$ cat src/rtl/vx_raster_dcr_ctx_pkg.sv
`default_nettype none
// ============================================================================
// Module      : vx_raster_dcr_ctx_pkg
// Description : Shared raster DCR types. Field widths of raster_dcrs_t, the
//               register index map and register count for the DCR store.
// Ports       : none (package)
// Revision    : 1.0 - initial release
// ============================================================================
package vx_raster_dcr_ctx_pkg;

    localparam int RASTER_DCR_DATA_BITS = 32;
    localparam int RASTER_ADDR_BITS     = 32;
    localparam int RASTER_TILE_BITS     = 16;
    localparam int RASTER_STRIDE_BITS   = 16;
    localparam int RASTER_DIM_BITS      = 12;

    // Register indices relative to the block's DCR base address
    localparam logic [2:0] RASTER_DCR_TBUF_ADDR   = 3'd0;
    localparam logic [2:0] RASTER_DCR_TILE_COUNT  = 3'd1;
    localparam logic [2:0] RASTER_DCR_PBUF_ADDR   = 3'd2;
    localparam logic [2:0] RASTER_DCR_PBUF_STRIDE = 3'd3;
    localparam logic [2:0] RASTER_DCR_DST_XMIN    = 3'd4;
    localparam logic [2:0] RASTER_DCR_DST_XMAX    = 3'd5;
    localparam logic [2:0] RASTER_DCR_DST_YMIN    = 3'd6;
    localparam logic [2:0] RASTER_DCR_DST_YMAX    = 3'd7;
    localparam int         RASTER_DCR_COUNT       = 8;

    typedef struct packed {
        logic [RASTER_ADDR_BITS-1:0]   tbuf_addr;
        logic [RASTER_TILE_BITS-1:0]   tile_count;
        logic [RASTER_ADDR_BITS-1:0]   pbuf_addr;
        logic [RASTER_STRIDE_BITS-1:0] pbuf_stride;
        logic [RASTER_DIM_BITS-1:0]    dst_xmin;
        logic [RASTER_DIM_BITS-1:0]    dst_xmax;
        logic [RASTER_DIM_BITS-1:0]    dst_ymin;
        logic [RASTER_DIM_BITS-1:0]    dst_ymax;
    } raster_dcrs_t;

endpackage
`default_nettype wire

$ cat src/rtl/vx_raster_dcr_ctx_if.sv
`default_nettype none
// ============================================================================
// Module      : vx_raster_dcr_ctx_if
// Description : Bus bundle for the multi-context raster DCR store.
//               master : host/raster side (drives writes, commit, release)
//               slave  : the DCR context store
// Signals     : dcr_wr_valid/addr/data - DCR write channel
//               commit_valid/ready     - staging snapshot handshake
//               dcrs_valid/dcrs/ctx    - head context to the raster core
//               ctx_release            - free head slot (pulse)
//               count, staged_mask, release_err - status
// Revision    : 1.0 - initial release
// ============================================================================
interface vx_raster_dcr_ctx_if #(
    parameter int NUM_CTX       = 2,
    parameter int DCR_ADDR_BITS = 12
);
    import vx_raster_dcr_ctx_pkg::*;

    localparam int c_ptr_w = $clog2(NUM_CTX);
    localparam int c_cnt_w = c_ptr_w + 1;

    logic                            dcr_wr_valid;
    logic [DCR_ADDR_BITS-1:0]        dcr_wr_addr;
    logic [RASTER_DCR_DATA_BITS-1:0] dcr_wr_data;
    logic                            commit_valid;
    logic                            commit_ready;
    logic                            dcrs_valid;
    raster_dcrs_t                    dcrs;
    logic [c_ptr_w-1:0]              dcrs_ctx;
    logic                            ctx_release;
    logic [c_cnt_w-1:0]              count;
    logic [7:0]                      staged_mask;
    logic                            release_err;

    modport master (
        output dcr_wr_valid, dcr_wr_addr, dcr_wr_data, commit_valid, ctx_release,
        input  commit_ready, dcrs_valid, dcrs, dcrs_ctx, count, staged_mask, release_err
    );

    modport slave (
        input  dcr_wr_valid, dcr_wr_addr, dcr_wr_data, commit_valid, ctx_release,
        output commit_ready, dcrs_valid, dcrs, dcrs_ctx, count, staged_mask, release_err
    );

endinterface
`default_nettype wire

$ cat src/rtl/vx_raster_ctx_ring.sv
`default_nettype none
// ============================================================================
// Module      : vx_raster_ctx_ring
// Description : Pointer/occupancy bookkeeping for a ring of NUM_CTX slots.
//               Push is ignored when full, pop is ignored when empty.
// Ports       : clk, reset (async, active-low)
//               push_i, pop_i         - requests
//               wr_ptr_o, rd_ptr_o    - slot indices
//               count_o               - occupied slots
//               full_o, empty_o       - decoded from count
// Revision    : 1.0 - initial release
// ============================================================================
module vx_raster_ctx_ring #(
    parameter int NUM_CTX = 2
) (
    input  wire logic                       clk,
    input  wire logic                       reset,
    input  wire logic                       push_i,
    input  wire logic                       pop_i,
    output logic [$clog2(NUM_CTX)-1:0]      wr_ptr_o,
    output logic [$clog2(NUM_CTX)-1:0]      rd_ptr_o,
    output logic [$clog2(NUM_CTX):0]        count_o,
    output logic                            full_o,
    output logic                            empty_o
);
    localparam int                 c_ptr_w = $clog2(NUM_CTX);
    localparam int                 c_cnt_w = c_ptr_w + 1;
    localparam logic [c_cnt_w-1:0] c_full  = c_cnt_w'(NUM_CTX);

    logic [c_ptr_w-1:0] r_wr_ptr_q, r_wr_ptr_d;
    logic [c_ptr_w-1:0] r_rd_ptr_q, r_rd_ptr_d;
    logic [c_cnt_w-1:0] r_count_q,  r_count_d;
    logic               w_push, w_pop;

    assign w_push = push_i && (r_count_q != c_full);
    assign w_pop  = pop_i  && (r_count_q != '0);

    // Pointers wrap naturally because NUM_CTX is a power of two
    always_comb begin
        r_wr_ptr_d = r_wr_ptr_q + c_ptr_w'(w_push);
        r_rd_ptr_d = r_rd_ptr_q + c_ptr_w'(w_pop);
        r_count_d  = r_count_q;
        case ({w_push, w_pop})
            2'b10:   r_count_d = r_count_q + 1'b1;
            2'b01:   r_count_d = r_count_q - 1'b1;
            default: r_count_d = r_count_q;
        endcase
    end

    always_ff @(posedge clk or negedge reset) begin
        if (!reset) begin
            r_wr_ptr_q <= '0;
            r_rd_ptr_q <= '0;
            r_count_q  <= '0;
        end else begin
            r_wr_ptr_q <= r_wr_ptr_d;
            r_rd_ptr_q <= r_rd_ptr_d;
            r_count_q  <= r_count_d;
        end
    end

    assign wr_ptr_o = r_wr_ptr_q;
    assign rd_ptr_o = r_rd_ptr_q;
    assign count_o  = r_count_q;
    assign full_o   = (r_count_q == c_full);
    assign empty_o  = (r_count_q == '0);

endmodule
`default_nettype wire

$ cat src/rtl/vx_raster_dcr_ctx.sv
`default_nettype none
// ============================================================================
// Module      : vx_raster_dcr_ctx
// Description : Multi-context raster DCR store. Host writes land in a
//               staging register set; a commit snapshots staging into the
//               next free ring slot. The raster core reads the oldest slot
//               and releases it when its draw completes.
// Ports       : clk   - clock
//               reset - asynchronous, active-low reset
//               bus   - vx_raster_dcr_ctx_if.slave (DCR writes, commit
//                       handshake, head context, release, status)
// Revision    : 1.0 - initial release
// ============================================================================
module vx_raster_dcr_ctx
    import vx_raster_dcr_ctx_pkg::*;
#(
    parameter int NUM_CTX       = 2,
    parameter int DCR_BASE      = 0,
    parameter int DCR_ADDR_BITS = 12
) (
    input  wire logic          clk,
    input  wire logic          reset,
    vx_raster_dcr_ctx_if.slave bus
);
    localparam int                       c_ptr_w = $clog2(NUM_CTX);
    localparam int                       c_cnt_w = c_ptr_w + 1;
    localparam logic [DCR_ADDR_BITS-1:0] c_base  = DCR_ADDR_BITS'(DCR_BASE);
    localparam logic [DCR_ADDR_BITS-1:0] c_nregs = DCR_ADDR_BITS'(RASTER_DCR_COUNT);

    raster_dcrs_t              r_stage_q, r_stage_d;
    logic [7:0]                r_mask_q,  r_mask_d;
    logic                      r_err_q,   r_err_d;
    raster_dcrs_t              r_slot_q [NUM_CTX];

    logic [DCR_ADDR_BITS-1:0]  w_off;
    logic [2:0]                w_idx;
    logic                      w_hit;
    logic                      w_commit_fire;
    logic [NUM_CTX-1:0]        w_slot_we;
    logic [c_ptr_w-1:0]        w_wr_ptr, w_rd_ptr;
    logic [c_cnt_w-1:0]        w_count;
    logic                      w_full, w_empty;

    vx_raster_ctx_ring #(
        .NUM_CTX (NUM_CTX)
    ) u_ring (
        .clk      (clk),
        .reset    (reset),
        .push_i   (w_commit_fire),
        .pop_i    (bus.ctx_release),
        .wr_ptr_o (w_wr_ptr),
        .rd_ptr_o (w_rd_ptr),
        .count_o  (w_count),
        .full_o   (w_full),
        .empty_o  (w_empty)
    );

    // Ready comes from registered occupancy only; a release in the same
    // cycle as a full-ring commit does not let that commit through.
    assign w_commit_fire = bus.commit_valid && !w_full;

    // Address below base wraps to a large offset, but the explicit >= check
    // keeps the intent obvious and safe for any base/width combination.
    assign w_off = bus.dcr_wr_addr - c_base;
    assign w_idx = w_off[2:0];
    assign w_hit = bus.dcr_wr_valid && (bus.dcr_wr_addr >= c_base) && (w_off < c_nregs);

    // Snapshot uses r_stage_q (pre-write). A same-cycle write still marks
    // its mask bit after the commit clears the rest.
    always_comb begin
        r_stage_d = r_stage_q;
        r_mask_d  = w_commit_fire ? 8'h00 : r_mask_q;
        r_err_d   = r_err_q | (bus.ctx_release && w_empty);
        if (w_hit) begin
            r_mask_d[w_idx] = 1'b1;
            case (w_idx)
                RASTER_DCR_TBUF_ADDR:   r_stage_d.tbuf_addr   = RASTER_ADDR_BITS'(bus.dcr_wr_data);
                RASTER_DCR_TILE_COUNT:  r_stage_d.tile_count  = RASTER_TILE_BITS'(bus.dcr_wr_data);
                RASTER_DCR_PBUF_ADDR:   r_stage_d.pbuf_addr   = RASTER_ADDR_BITS'(bus.dcr_wr_data);
                RASTER_DCR_PBUF_STRIDE: r_stage_d.pbuf_stride = RASTER_STRIDE_BITS'(bus.dcr_wr_data);
                RASTER_DCR_DST_XMIN:    r_stage_d.dst_xmin    = RASTER_DIM_BITS'(bus.dcr_wr_data);
                RASTER_DCR_DST_XMAX:    r_stage_d.dst_xmax    = RASTER_DIM_BITS'(bus.dcr_wr_data);
                RASTER_DCR_DST_YMIN:    r_stage_d.dst_ymin    = RASTER_DIM_BITS'(bus.dcr_wr_data);
                default:                r_stage_d.dst_ymax    = RASTER_DIM_BITS'(bus.dcr_wr_data);
            endcase
        end
    end

    always_ff @(posedge clk or negedge reset) begin
        if (!reset) begin
            r_stage_q <= '0;
            r_mask_q  <= '0;
            r_err_q   <= 1'b0;
        end else begin
            r_stage_q <= r_stage_d;
            r_mask_q  <= r_mask_d;
            r_err_q   <= r_err_d;
        end
    end

    for (genvar g = 0; g < NUM_CTX; g++) begin : g_slot_we
        assign w_slot_we[g] = w_commit_fire && (w_wr_ptr == c_ptr_w'(g));
    end

    always_ff @(posedge clk or negedge reset) begin
        if (!reset) begin
            for (int i = 0; i < NUM_CTX; i++) r_slot_q[i] <= '0;
        end else begin
            for (int i = 0; i < NUM_CTX; i++) begin
                if (w_slot_we[i]) r_slot_q[i] <= r_stage_q;
            end
        end
    end

    assign bus.commit_ready = !w_full;
    assign bus.dcrs_valid   = !w_empty;
    assign bus.dcrs         = w_empty ? '0 : r_slot_q[w_rd_ptr];
    assign bus.dcrs_ctx     = w_rd_ptr;
    assign bus.count        = w_count;
    assign bus.staged_mask  = r_mask_q;
    assign bus.release_err  = r_err_q;

endmodule
`default_nettype wire

$ cat src/flat_wrapper.sv
// flat-port wrapper written by rule: the top's interface ports become plain ports
module vx_raster_dcr_ctx_flat import vx_raster_dcr_ctx_pkg::*;
#(
    parameter int NUM_CTX       = 2,
    parameter int DCR_BASE      = 0,
    parameter int DCR_ADDR_BITS = 12
)
  (clk, reset, bus_dcr_wr_valid, bus_dcr_wr_addr, bus_dcr_wr_data, bus_commit_valid, bus_ctx_release, bus_commit_ready, bus_dcrs_valid, bus_dcrs, bus_dcrs_ctx, bus_count, bus_staged_mask, bus_release_err);
  vx_raster_dcr_ctx_if #(.NUM_CTX(NUM_CTX), .DCR_ADDR_BITS(DCR_ADDR_BITS)) bus_i ();
  input  wire logic clk;
  input  wire logic reset;
  input wire logic [$bits(bus_i.dcr_wr_valid)-1:0] bus_dcr_wr_valid;
  input wire logic [$bits(bus_i.dcr_wr_addr)-1:0] bus_dcr_wr_addr;
  input wire logic [$bits(bus_i.dcr_wr_data)-1:0] bus_dcr_wr_data;
  input wire logic [$bits(bus_i.commit_valid)-1:0] bus_commit_valid;
  input wire logic [$bits(bus_i.ctx_release)-1:0] bus_ctx_release;
  output wire logic [$bits(bus_i.commit_ready)-1:0] bus_commit_ready;
  output wire logic [$bits(bus_i.dcrs_valid)-1:0] bus_dcrs_valid;
  output wire logic [$bits(bus_i.dcrs)-1:0] bus_dcrs;
  output wire logic [$bits(bus_i.dcrs_ctx)-1:0] bus_dcrs_ctx;
  output wire logic [$bits(bus_i.count)-1:0] bus_count;
  output wire logic [$bits(bus_i.staged_mask)-1:0] bus_staged_mask;
  output wire logic [$bits(bus_i.release_err)-1:0] bus_release_err;
  assign bus_i.dcr_wr_valid = bus_dcr_wr_valid;
  assign bus_i.dcr_wr_addr = bus_dcr_wr_addr;
  assign bus_i.dcr_wr_data = bus_dcr_wr_data;
  assign bus_i.commit_valid = bus_commit_valid;
  assign bus_i.ctx_release = bus_ctx_release;
  assign bus_commit_ready = bus_i.commit_ready;
  assign bus_dcrs_valid = bus_i.dcrs_valid;
  assign bus_dcrs = bus_i.dcrs;
  assign bus_dcrs_ctx = bus_i.dcrs_ctx;
  assign bus_count = bus_i.count;
  assign bus_staged_mask = bus_i.staged_mask;
  assign bus_release_err = bus_i.release_err;
  vx_raster_dcr_ctx #(.NUM_CTX(NUM_CTX), .DCR_BASE(DCR_BASE), .DCR_ADDR_BITS(DCR_ADDR_BITS)) u_core (.clk(clk), .reset(reset), .bus(bus_i));
endmodule
$ cat config.mk
export PLATFORM = sky130hd
export DESIGN_NAME = vx_raster_dcr_ctx_flat
export DESIGN_NICKNAME = d
export VERILOG_FILES = /design/src/rtl/vx_raster_dcr_ctx_pkg.sv /design/src/rtl/vx_raster_dcr_ctx_if.sv /design/src/rtl/vx_raster_ctx_ring.sv /design/src/rtl/vx_raster_dcr_ctx.sv /design/src/flat_wrapper.sv
export SDC_FILE = /design/constraint.sdc
export NUM_CORES = 1
export LEC_CHECK = 0
export BUFFER_PORTS_ARGS = -buffer_cell sky130_fd_sc_hd__buf_2
export CORE_MARGIN = 3
export CORE_UTILIZATION = 50
export DETAILED_ROUTE_END_ITERATION = 8
export GPL_TIMING_DRIVEN = 0
export PLACE_DENSITY = 0.7
export SYNTH_ARGS = -nofsm -noshare
export SYNTH_HDL_FRONTEND = slang
export SYNTH_SLANG_ARGS = --single-unit
$ cat constraint.sdc
create_clock -name clk -period 3 [get_ports clk]
set_input_delay 0 -clock clk [delete_from_list [all_inputs] [get_ports clk]]
set_output_delay 0 -clock clk [all_outputs]
set_load 0.02 [all_outputs]
* Word level (Yosys, flattened, before mapping)
Cells that the tools add are included.
** Storage, ports and cells
- Output and inout bits :: 158
- Register bits :: 445
- Input port bits :: 49
- Logic and storage cells :: 86
** Cells by class
- $lt $le $gt $ge :: 5
- Equal/unequal tests :: 10
- Mux-type cells :: 9
- Bitwise gates (word level) :: 5
- $add $sub $neg :: 4
- Reductions and logical operators :: 24
** Operators by type and width (number)
- $mux W144 :: 4
- $mux W8 :: 2
- $reduce_and A2 Y1 :: 8
- $ge A12 B1 Y1 const B :: 1
- $lt A12 B4 Y1 const B :: 1
- $eq A3 B3 Y1 const B :: 3
- $logic_and A1 B1 Y1 :: 9
- $or A8 B8 Y8 :: 1
- $reduce_or A7 Y1 :: 1
- $eq A3 B2 Y1 const B :: 2
- $eq A2 B2 Y1 const B :: 2
- $lt A3 B4 Y1 const B :: 1
- $pmux W2 S2 :: 1
- $reduce_bool A2 Y1 :: 2
- $demux W1 S3 :: 1
- $eq A3 B1 Y1 const B :: 1
- $ge A3 B1 Y1 const B :: 1
- $logic_not A3 Y1 :: 1
- $add A1 B1 Y1 :: 2
- $add A2 B1 Y2 const B :: 1
- $eq A2 B1 Y1 const B :: 1
- $ge A2 B2 Y1 const B :: 1
- $logic_not A1 Y1 :: 2
- $logic_not A2 Y1 :: 1
- other kinds (6) :: 7

* Longest topological paths before layout
- Word-level depth :: 6
- Depth in mapped cells :: 8
- Mapped depth without buffers :: 7

* Cells and area by module
From an unflattened synthesis, not the netlist that was laid out.
** Unflattened totals
- Cell total of the unflattened synthesis :: 1295
- Area total of the unflattened synthesis :: 18664.2 um2
** Modules (own cells, without submodules)
- vx_raster_dcr_ctx :: instances 1, cells each 1279, sequential area each 11035.6 um2, area an instance 18479.0 um2
- vx_raster_ctx_ring :: instances 1, cells each 16, sequential area each 100.1 um2, area an instance 185.2 um2

* Least setup slack after synthesis
No wires, ideal clock.
- Path kind :: register to register
- From :: register u_core.u_ring.r_count_q[0] (netlist: u_core.u_ring.count_o[0])
- To :: register u_core.r_slot_q[100] (netlist name)
- Setup slack :: 363 ps
- Period minus slack after synthesis :: 2637 ps
- Buffers on the path :: 3
- Data arrival time :: 2512 ps
- Cell stages (with the launch flop) :: 9
- Library setup time :: 125 ps
- Required time :: 2875 ps
- Cells stage by stage :: dfrtp_1 > nand2b_1 > nand2_1 > inv_1 > ha_1 > clkbuf_1 > clkbuf_1 > clkbuf_1 > mux2_2
** Between the ends
- Cells in the longest elaborated chain, start to end :: 4
** RTL lines
- start: declaration :: line vx_raster_ctx_ring.sv:32 : logic [c_cnt_w-1:0] r_count_q, r_count_d;
- start signal: assignment :: line vx_raster_ctx_ring.sv:58 : r_count_q <= r_count_d;
- $eq A2 B2 Y1 :: line vx_raster_ctx_ring.sv:65 : assign full_o = (r_count_q == c_full);
- $logic_not A1 Y1
- net bus_commit_ready :: line flat_wrapper.sv:17 : output wire logic [$bits(bus_i.commit_ready)-1:0] bus_commit_ready;
- $logic_and A1 B1 Y1 :: line vx_raster_dcr_ctx.sv:60 : assign w_commit_fire = bus.commit_valid && !w_full;
- $logic_and A1 B1 Y1 :: line vx_raster_dcr_ctx.sv:102 : assign w_slot_we[g] = w_commit_fire && (w_wr_ptr == c_ptr_w'(g));
- net u_core.w_slot_we[1] :: line vx_raster_dcr_ctx.sv:39 : logic [NUM_CTX-1:0] w_slot_we;
- end signal: indexed assignment :: line vx_raster_dcr_ctx.sv:110 : if (w_slot_we[i]) r_slot_q[i] <= r_stage_q;
- end: declaration :: line vx_raster_dcr_ctx.sv:33 : raster_dcrs_t r_slot_q [NUM_CTX];
The timed path passes the listed nets, and every way through them passes these cells.
A chain may end at the register's enable or synchronous reset.

* Worst setup path in the final report
- From :: register u_core.u_ring.r_count_q[0] (netlist: u_core.u_ring.count_o[0])
- To :: register u_core.r_slot_q[196] (netlist name)
** Between the ends
- Cells in the longest elaborated chain, start to end :: 4
** RTL lines (line)
- $eq A2 B2 Y1 :: vx_raster_ctx_ring.sv:65
- $logic_not A1 Y1 :: vx_raster_dcr_ctx.sv:60
- $logic_and A1 B1 Y1 :: vx_raster_dcr_ctx.sv:60
- $logic_and A1 B1 Y1 :: vx_raster_dcr_ctx.sv:102
- net u_core.w_slot_we[0] :: vx_raster_dcr_ctx.sv:39
The timed path passes the listed nets, and every way through them passes these cells.

==> results.json <==
{
  "status": "complete, no violations",
  "hp-class": "input pin to asynchronous set/reset pin",
  "fin_crit_ns": 2.86,
  "p_leak_nw": 12.2,
  "ant_nets": 0,
  "wl_um": 44400,
  "synth_top_flop_cell": "dfrtp_1",
  "antenna_found_initial": 2,
  "htree_levels": 2,
  "ff2ff_path_depth": 7,
  "grt_pass1_vias": 11700,
  "synth.most_common_cell": "dfrtp_1",
  "ys_types": 26,
  "seq_area_frac_synth": 0.592,
  "initial_core_util": 0.510,
  "cts_sinks": 445,
  "port_buffers": 206,
  "async_reset_ff_frac": 1.00,
  "syn_inst": 1288,
  "synth.largest_area_cell": "dfrtp_1",
  "layout_setup_ws_ns": 0.136,
  "crit_fanout": 10,
  "cp-start-kind": "register",
  "num_vias": 11200,
  "setup_tns_ns": 0,
  "crit_type": "register to register",
  "synth.net_count": 1340,
  "synth_top_area_frac": 0.592,
  "cts_buffer_depth": 3,
  "tightestPinTransition_ns": 0.942,
  "drive_above_1_share": 0.471,
  "critPathCaptureType": "register",
  "rsz0062_at_grt": "no",
  "arrival_ns": 3.30,
  "fin_area_mm2": 0.0225,
  "ys.warnings.count": 0,
  "cts_tree": "yes",
  "synth_edf_count": 0,
  "crit_chain": "nand2b_1 > nand2_2 > inv_1 > ha_1 > clkbuf_2 > clkbuf_2 > mux2_2",
  "ios": 207,
  "synth-seq-cells": 445,
  "cts-root-buf": "clkbuf_16",
  "cp_common_cell": "clkbuf_2",
  "hold_viol_final": 0,
  "dieHeight_um": 200,
  "crit_path_max_incr_delay_ns": 0.43,
  "cp_slowest_cell": "dfrtp_1",
  "clock_latency_ns": 0.58,
  "maxSlewHeadroom": 0.372,
  "drc": 0,
  "clk_pin_slew_ns": 0.06,
  "dp_slack_ns": -0.839,
  "drt_iter0_markers": 492,
  "fillers": 2892,
  "grt_max_degree": 123,
  "maxCapViolations": 0,
  "power_density_mw_per_mm2": 672,
  "dieWidth_um": 200,
  "synthToLayoutAreaGrowth_pct": 19.7,
  "yosys-top-cells-count": "445 x dfrtp_1, 428 x mux2_2, 146 x nor2_1",
  "post_drt_wl_per_cell_um": 20.9,
  "ir_drop_uv": 507,
  "via_per_inst": 5.29,
  "synth_area_leaders": "dfrtp_1 59%, mux2_2 26%, mux2i_1 7.7%",
  "drt_pre_antenna_iters": 4,
  "utilization": 0.610,
  "gp_congestion": 0.767,
  "finalSetupViolCount": 0,
  "num_rows": 70,
  "synthesis.area_mm2": 0.0188,
  "dieArea_mm2": 0.0400,
  "finalClockSkew_ns": 0.0252,
  "num-nets-final": 1631,
  "dpl-instance-area_mm2": 0.0206,
  "fin_crit_sh": 0.955,
  "crit_required_ns": 3.44,
  "coreArea_mm2": 0.0369,
  "hpwl_um": 29700,
  "numCtsBuffers": 47,
  "grt.overflow.total": 0,
  "fmax_mhz": 349,
  "track_usage": 0.223,
  "grt_pass1_wl_um": 68000,
  "postCtsSetupBuffers": 0,
  "avgSynthCellArea_um2": 14.6,
  "finalMaxSlewViolations": 0
}
[registers in the layout, indices dropped and copies added, names as in the netlist]
name,count
u_core.bus.staged_mask,8
u_core.bus.release_err,1
u_core.u_ring.rd_ptr_o,1
u_core.r_stage_q,144
u_core.u_ring.wr_ptr_o,1
u_core.r_slot_q,288
u_core.u_ring.count_o,2
[cells in the final DEF (no fill, tap or decap), types with 2 or more instances in the layout]
| master | instances |
|---|---|
| buf_4 | 5 |
| nor2_1 | 146 |
| ha_1 | 2 |
| buf_6 | 9 |
| clkbuf_2 | 15 |
| bufinv_16 | 2 |
| clkbuf_16 | 48 |
| xnor2_1 | 2 |
| nor4_4 | 8 |
| clkbuf_1 | 40 |
| inv_1 | 4 |
| buf_2 | 210 |
| clkbuf_8 | 11 |
| clkinv_2 | 11 |
| a21o_1 | 9 |
| dfrtp_1 | 445 |
| or3b_2 | 3 |
| buf_16 | 3 |
| dlygate4sd3_1 | 37 |
| xor2_1 | 2 |
| mux2_2 | 428 |
| mux2_1 | 4 |
| nand3b_1 | 3 |
| buf_1 | 12 |
| diode_2 | 2 |
| clkdlybuf4s15_2 | 2 |
| mux2i_1 | 144 |
[worst paths after layout]
kind / startpoint / to / slack (ns)
min in group clk: bus_commit_valid / u_core.bus.staged_mask[0] / 0.12
hold / removal: reset / u_core.r_stage_q[87] / 0.09
setup reg to reg: u_core.u_ring.count_o[0] / u_core.r_slot_q[196] / 0.14
max in group asynchronous: reset / u_core.r_slot_q[170] / 1.74
hold reg to reg: u_core.bus.release_err / u_core.bus.release_err / 0.47
setup / recovery: u_core.u_ring.count_o[0] / u_core.r_slot_q[196] / 0.14
[power breakdown]
group          switching (W)  internal (W)  total [W]
combinational        0.00206       0.00114    0.00320
sequential         0.0000865       0.00609    0.00618
clock                0.00236       0.00340    0.00575
total                0.00450        0.0106     0.0151
[cell type report]
class / count / area, um2 / area share
sequential: 445 / 11100 / 0.495
multi-input combinational: 760 / 7270 / 0.323
timing repair buffer: 246 / 1490 / 0.0664
clock buffer: 72 / 1400 / 0.0623
tap: 504 / 631 / 0.0280
buffer: 75 / 408 / 0.0181
clock inverter: 16 / 149 / 0.00662
inverter: 4 / 15.0 / 0.000667
antenna: 2 / 5.00 / 0.000222
[repair_timing]
| item | CTS | global route |
|---|---|---|
| gates resized for setup | 22 | 1 |
| endpoints found under the hold margin | 251 | 0 |
| hold buffers | 37 | 0 |
| setup endpoints to repair | 342 | 60 |
[layer usage]
layer	GRT usage	share of wire
met1	0.311	0.45
met2	0.368	0.48
met3	0.0361	0.054
met4	0.0618	0.022
met5	0	0.00029
[worst max-delay path: cells and delay by family, from the launching register on]
| kind | cells | cell delay [ns] |
|---|---|---|
| DFF | 1 | 0.43 |
| muxes | 1 | 0.38 |
| and+or+nand+nor | 2 | 0.47 |
| adders and majority gates | 1 | 0.43 |
| buffers and inverters | 3 | 0.99 |
[cell families (layout without fill, tap and decap cells)]
family	after synthesis	in the layout	share of synthesized area
DFF	445	445	0.592
muxes	576	576	0.335
buffers and inverters	83	413	0.0214
xor gates and xnor gates	4	4	0.00186
and+or+nand+nor	168	168	0.0435
other	0	2	0
adders and majority gates	3	3	0.00200
AOI/OAI and AO/OA	9	9	0.00359
[metrics by stage]
stage	hold slack, ns	instances	total power (W)
4_1_cts	0.115	2122	0.0153
6_report	0.0900	2124	0.0151
3_3_place_gp	0.220	1998	0.00946
2_1_floorplan	-0.296	1288	0.00836
3_5_place_dp	0.146	2001	0.00950
5_1_grt	0.127	2122	0.0157
Power figures use the tool's default switching activity.
